[config.mk]
export PLATFORM = sky130hd
export DESIGN_NAME = multiport_ram_ctrl
export DESIGN_NICKNAME = d
export VERILOG_FILES = /design/src/rtl/multiport_ram_ctrl.sv
export SDC_FILE = /design/constraint.sdc
export NUM_CORES = 1
export LEC_CHECK = 0
export BUFFER_PORTS_ARGS = -buffer_cell sky130_fd_sc_hd__clkbuf_2
export CAP_MARGIN = 20
export CORE_AREA = 2 2 124 126
export DETAILED_ROUTE_END_ITERATION = 12
export DIE_AREA = 0 0 126 128
export PLACE_DENSITY = 0.78
export SLEW_MARGIN = 0
export SYNTH_ARGS = -nofsm -noshare
export SYNTH_HDL_FRONTEND = slang
export SYNTH_SLANG_ARGS = --single-unit
[constraint.sdc]
create_clock -name clk -period 3.1 [get_ports clk]
set_clock_uncertainty 0.1 [all_clocks]
set_input_delay 0.31 -clock clk [delete_from_list [all_inputs] [get_ports clk]]
set_output_delay 0.31 -clock clk [all_outputs]
set_load 0.01 [all_outputs]
[src/rtl/multiport_ram_ctrl.sv]
// Parametrised RAM with one write port, N_RD registered read ports and a
// hardware clear sequencer that zeroes every entry after reset or on request.
module multiport_ram_ctrl #(
    parameter int DATA_W = 8,
    parameter int ADDR_W = 4,
    parameter int DEPTH  = 16,
    parameter int N_RD   = 3
) (
    input  logic                     clk,
    input  logic                     rst,
    input  logic                     ce,
    input  logic                     we,
    input  logic [ADDR_W-1:0]        waddr,
    input  logic [DATA_W-1:0]        wdata,
    input  logic                     clr,
    input  logic [N_RD-1:0]          rd_en,
    input  logic [N_RD*ADDR_W-1:0]   raddr,
    output logic [N_RD*DATA_W-1:0]   rdata,
    output logic [N_RD-1:0]          rvalid,
    output logic                     busy
);

    localparam int                LP_IDX_W = (DEPTH > 1) ? $clog2(DEPTH) : 1;
    localparam logic [ADDR_W:0]   LP_DEPTH = (ADDR_W + 1)'(DEPTH);
    localparam logic [ADDR_W-1:0] LP_LAST  = ADDR_W'(DEPTH - 1);

    typedef enum logic {
        CLEAR,
        READY
    } state_t;

    state_t                  r_state;
    logic [ADDR_W-1:0]       r_clrPtr;
    logic                    r_busy;
    logic [N_RD*DATA_W-1:0]  r_rdata;
    logic [N_RD-1:0]         r_rvalid;
    logic [DATA_W-1:0]       r_mem [DEPTH];

    logic                    w_wrAccept;
    logic [ADDR_W-1:0]       w_raddr  [N_RD];
    logic [DATA_W-1:0]       w_rdWord [N_RD];

    // A write lands only in READY, never alongside a clear request, and never out of range.
    assign w_wrAccept = (r_state == READY) && ce && we && !clr
                        && ({1'b0, waddr} < LP_DEPTH);

    // Write-first: a same-edge write to the read address is forwarded to that port.
    always_comb begin
        for (int i = 0; i < N_RD; i++) begin
            w_raddr[i]  = raddr[i*ADDR_W +: ADDR_W];
            w_rdWord[i] = '0;
            if (w_wrAccept && (w_raddr[i] == waddr)) begin
                w_rdWord[i] = wdata;
            end else if ({1'b0, w_raddr[i]} < LP_DEPTH) begin
                w_rdWord[i] = r_mem[w_raddr[i][LP_IDX_W-1:0]];
            end
        end
    end

    // The array itself has no reset; the clear sequencer zeroes it instead.
    always_ff @(posedge clk) begin
        if (r_state == CLEAR) begin
            r_mem[r_clrPtr[LP_IDX_W-1:0]] <= '0;
        end else if (w_wrAccept) begin
            r_mem[waddr[LP_IDX_W-1:0]] <= wdata;
        end
    end

    always_ff @(posedge clk or posedge rst) begin
        if (rst) begin
            r_state  <= CLEAR;
            r_clrPtr <= '0;
            r_busy   <= 1'b1;
            r_rdata  <= '0;
            r_rvalid <= '0;
        end else begin
            r_rvalid <= '0;
            case (r_state)
                CLEAR: begin
                    r_clrPtr <= r_clrPtr + ADDR_W'(1);
                    if (r_clrPtr == LP_LAST) begin
                        r_state  <= READY;
                        r_busy   <= 1'b0;
                        r_clrPtr <= '0;
                    end
                end
                READY: begin
                    for (int i = 0; i < N_RD; i++) begin
                        if (ce && rd_en[i]) begin
                            r_rdata[i*DATA_W +: DATA_W] <= w_rdWord[i];
                            r_rvalid[i]                 <= 1'b1;
                        end
                    end
                    if (clr) begin
                        r_state  <= CLEAR;
                        r_clrPtr <= '0;
                        r_busy   <= 1'b1;
                    end
                end
                default: r_state <= CLEAR;
            endcase
        end
    end

    assign rdata  = r_rdata;
    assign rvalid = r_rvalid;
    assign busy   = r_busy;

endmodule

Word level (Yosys, flattened, before mapping). Memory sizes are Yosys's and may differ from the RTL's. A register that Yosys moved wholly into a read port is not among the register bits. Index checks and enable logic that the tools add are counted.

Memory bits (writable): 128. Word-level logic and storage cells: 42. Memories kept: 1. ROM bits: 0. Bits in latches: 0. Flip-flop bits (word level): 9. Output and inout port bits: 28.

Shifts and indexed selects: 0. Order comparisons: 0. $add $sub $neg: 1. Equality and inequality tests: 3. Mux-type cells: 20. Bitwise logic cells: 1. Multiply operators: 0. Div/mod/pow operators: 0. Reductions and logical operators: 12.

Memory list: r_mem (words 16, bits a word 8, rd ports 3, clocked after Yosys merged registers in 3, wr ports 1, line 37) `logic [DATA_W-1:0] r_mem [DEPTH];`.

Operators by type and width (count): $mux W1 (12); $mux W4 (3); $mux W8 (1); $pmux W4 S2 (1); $reduce_and A2 Y1 (4); $reduce_or A8 Y1 (1); $logic_and A1 B1 Y1 (6); $add A4 B1 Y4 const B (1); $eq A4 B4 Y1 const B (1); $pmux W1 S2 (2); $mux W3 (1); $ne A2 B1 Y1 const B (1); $ne A2 B2 Y1 const B (1); $logic_not A1 Y1 (1); $not A1 Y1 (1).

Longest topological paths before layout.
Depth after elaboration: 8. Mapped depth: 10. Mapped depth without buffers: 6.

Worst setup path before layout. Ideal clock, no wire load.

Path type: register -> register. Start: register r_state. End: memory r_mem[13][0], enable pin. Cell stages (with the launch flop): 10. Data arrival time: 1.894 ns. Setup slack: 0.735 ns. Buffers on the path: 4. Library setup time: 0.370 ns. Period minus slack after synthesis: 2.365 ns. Required time: 2.630 ns. Cell sequence: dfrtp_1 buf_2 and4b_1 buf_2 buf_2 buf_1 nand3_1 nand2_1 nand2_1 nor2_1.

Word-level cells in the longest chain between the ends: 8. Elaborated cells on any way between the ends: 10. Classes of those cells: mux: 6; reduce/logical: 4.

Ends and longest elaborated chain: start: declaration (line 32) `state_t r_state;`; start signal: assignment (line 71) `r_state <= CLEAR;`; start signal: assignment (line 82) `r_state <= READY;`; start signal: assignment (line 95) `r_state <= CLEAR;`; $logic_and A1 B1 Y1 (3 in a row) (line 44) `assign w_wrAccept = (r_state == READY) && ce && we && !clr`; $mux W1 (line 64) `end else if (w_wrAccept) begin`; $mux W1 (line 62) `if (r_state == CLEAR) begin`; $mux W1 (not written as such) (line 65) `r_mem[waddr[LP_IDX_W-1:0]] <= wdata;`; $reduce_or A8 Y1 (no source line); $mux W4 (no source line) / $mux W1 (equally long branches); end: declaration (line 37).

Parallel ways exist; a longest one is shown, timed or not.

Worst setup path in the final report.
Start: register r_state. End: memory r_mem[9][5], enable pin.

Same word-level chain as after synthesis.

==> flow_summary.toml <==
[cts]
cts.path.max_buffers = 2
cts_tree = "yes"
post_cts_buffers = 0
post_cts_resized = 0
cts_hold_buf = 1
cts.sinks = 161
cts_buffers = 17
insertion_delay_ns = 0.45
clkTransAtPathRegs_ns = 0.07
clockRootBuffer = "clkbuf_16"
htreeDepth = 4

[global_routing]
antenna_found_initial = 0
grt_pass1_wl_mm = 37.5
grt_pass1_vias = 6159
grt_max_degree = 28
gr-total-overflow = 0
track_usage_pct = 32.1

[placement]
dp_hpwl_mm = 16.5
placedCellCount = 819
detailed_place.area_sq_um = 9420
numPortBuffers = 59
place.gp.congestion = 0.958

[finish]
diodes = 0
multi_input_area_sq_um = 3890
drive_gt1_share_pct = 33.6
seq_area_sq_um = 4670
fillers = 988
nets = 686
final_cells = 854
area_delta_synth_final_pct = 12.8
finish.instance_area_sq_um = 10000

[logic_synthesis]
syn_inst = 596
async_flop_share_pct = 20.5
ys_warn_count = 0
ys_types = 55
synth.top_cell.area_share_pct = 43.2
yosysSeqAreaShare_pct = 52.5
synth.area.top_cells = "edfxtp_1, mux4_2, dfrtp_1"
synth_edf_count = 128
synth_area_sq_um = 8900
synth_top_area_cell = "edfxtp_1"
synth.net_count = 629
avgSynthCellArea_sq_um = 14.9
synth-main-ff-cell = "edfxtp_1"
synth-seq-cells = 161

[setup_path]
crit_fanout = 8
setup.worst_path.end_class = "flip-flop"
crit_family = "simple AND/OR/NAND/NOR gates"
arrival_ns = 2.58
critPathMaxStageDelay_ns = 0.95
crit_slowest_cell = "nor2_1"
start_kind = "flip-flop"
crit_buf_inv = 1
crit_type = "flip-flop to flip-flop"
cp_cell_sequence = "nand4b_1 -> buf_4 -> and3_1 -> o21ai_0 -> nor2_1"
required_ns = 3.06

[routing]
wirelength_mm = 25.0
drc = 0
viasPerCell = 7.42
drt_iter0_drc = 960
wl_per_cell_um = 29.3
via_count = 6335
first_pass_iters = 6
drt.antenna.violating_nets = 0

[sta]
timing.hold.ws_ns = 0.0232
max_freq_mhz = 381
maxSlewHeadroom_pct = 19.8
report.final.slew_viol_count = 0
setup-violations-final = 0
fin_crit_sh_pct = 84.6
rsz0062_at_grt = "no"
tightest_slew_ns = 1.20
final.min_clock_period_ns = 2.62
hold_viol = 0
final.setup.tns_ns = 0

[power_and_ir_drop]
leakagePower_uw = 0.00366
clkPwrFrac_pct = 29.4
peakVddDrop_mv = 0.460
powerDensity_nw_per_um2 = 723
combPwrFrac_pct = 26.6
switching_power_uw = 2430
seqPwrFrac_pct = 44.0
p_sw_share_pct = 33.4
internal_power_uw = 4830

[floorplanning]
die_w_um = 126
die_area_sq_um = 16100
num_io_pins = 60
placement_rows = 45
start_util_pct = 59.8
core_sq_um = 14900
dieHeight_um = 128

[status]
run_status = "completed"

[min_path]
hold_class = "input port to flip-flop"

[flow_run]
max_cap_viol_count = 0
-- placed cells by master (no fill, tap or decap), drive strengths merged, types with 5 or more instances in the layout --
cell type,n
dfrtp,32
a211oi,15
a31oi,11
nor3,16
edfxtp,128
clkbuf,76
nor2,37
nand2,55
mux4,104
nand3,10
a311o,6
buf,28
o211ai,5
a22oi,10
inv,29
o221ai,8
a221oi,6
and2,12
o21ai,11
a21oi,13
nor2b,7
-- power by group through the flow --
| stage | combinational (uW) | sequential [uW] | clock [uW] |
|---|---|---|---|
| after CTS | 1890 | 3170 | 2140 |
| after floorplan | 1240 | 3120 | 0 |
| after global routing | 2030 | 3230 | 2230 |
| final | 1930 | 3190 | 2130 |
| after detailed placement | 1870 | 3210 | 0 |
| after global placement | 1840 | 3170 | 0 |
-- metal layers --
layer / GRT usage [%] / wire (um) / share of wire (%)
met1: 41.6 / 8930 / 36
met2: 49.2 / 11700 / 47
met3: 9.68 / 3150 / 13
met4: 17.8 / 1210 / 4.9
met5: 0 / 0 / 0
-- worst paths after layout --
check	startpoint	to	slack, ns	cells past startpoint
max	r_state	r_mem[9][5]	0.48	5
min	clr	r_clrPtr[1]	0.02	2
max reg2reg	r_state	r_mem[9][5]	0.48	5
min reg2reg	rdata[8]	rdata[8]	0.40	2
max in group asynchronous	rst	rdata[8]	1.80	4
min in group asynchronous	rst	rdata[18]	0.39	3
-- cell families after synthesis --
group,count (synthesis),share of synthesized area [%]
buffers and inverters,70,3.71
xor gates and xnor gates,4,0.394
DFF,161,52.5
muxes,108,27.0
and+or+nand+nor,156,8.34
AOI/OAI and AO/OA,96,7.88
adders and majority gates,1,0.141
-- registers in the layout, indices dropped and copies added, names as in the netlist --
name,cells
rdata,24
r_state,1
r_clrPtr,4
busy,1
rvalid,3
r_mem,128
-- final cells by class --
type	count	area share [%]
Sequential cell	161	46.5
Multi-Input combinational cell	365	38.8
Timing Repair Buffer	88	5.71
Clock buffer	17	4.24
Tap cell	188	2.34
Clock inverter	15	1.63
Inverter	20	0.748
-- synth_stat cells, types with 3 or more instances --
library cell,instances
dfrtp_1,32
xor2_1,3
nor3_1,15
o221ai_1,8
nand2b_1,4
nand2_1,55
nand3_1,9
nor2_1,37
mux4_1,6
a22oi_1,10
a22o_1,4
o21ai_0,11
buf_1,4
a31oi_1,11
and3_1,4
mux4_2,98
and2_1,11
a211oi_1,15
a21oi_1,13
nor2b_1,7
o211ai_1,5
buf_4,6
clkbuf_1,21
a221oi_1,5
inv_1,18
mux2i_1,4
edfxtp_1,128
a311o_1,6
buf_2,17
-- through the flow --
| stage | utilization (%) | worst slack, ns | power, uW |
|---|---|---|---|
| final | 67.5 | 0.478 | 7260 |
| after global routing | 67.5 | 0.356 | 7490 |
| after detailed placement | 63.4 | 0.356 | 5090 |
| after CTS | 67.4 | 0.570 | 7200 |
| after global placement | 63.4 | 0.463 | 5020 |
| after floorplan | - | 0.735 | 4360 |
Note: power is estimated with default switching activity, not from simulation.
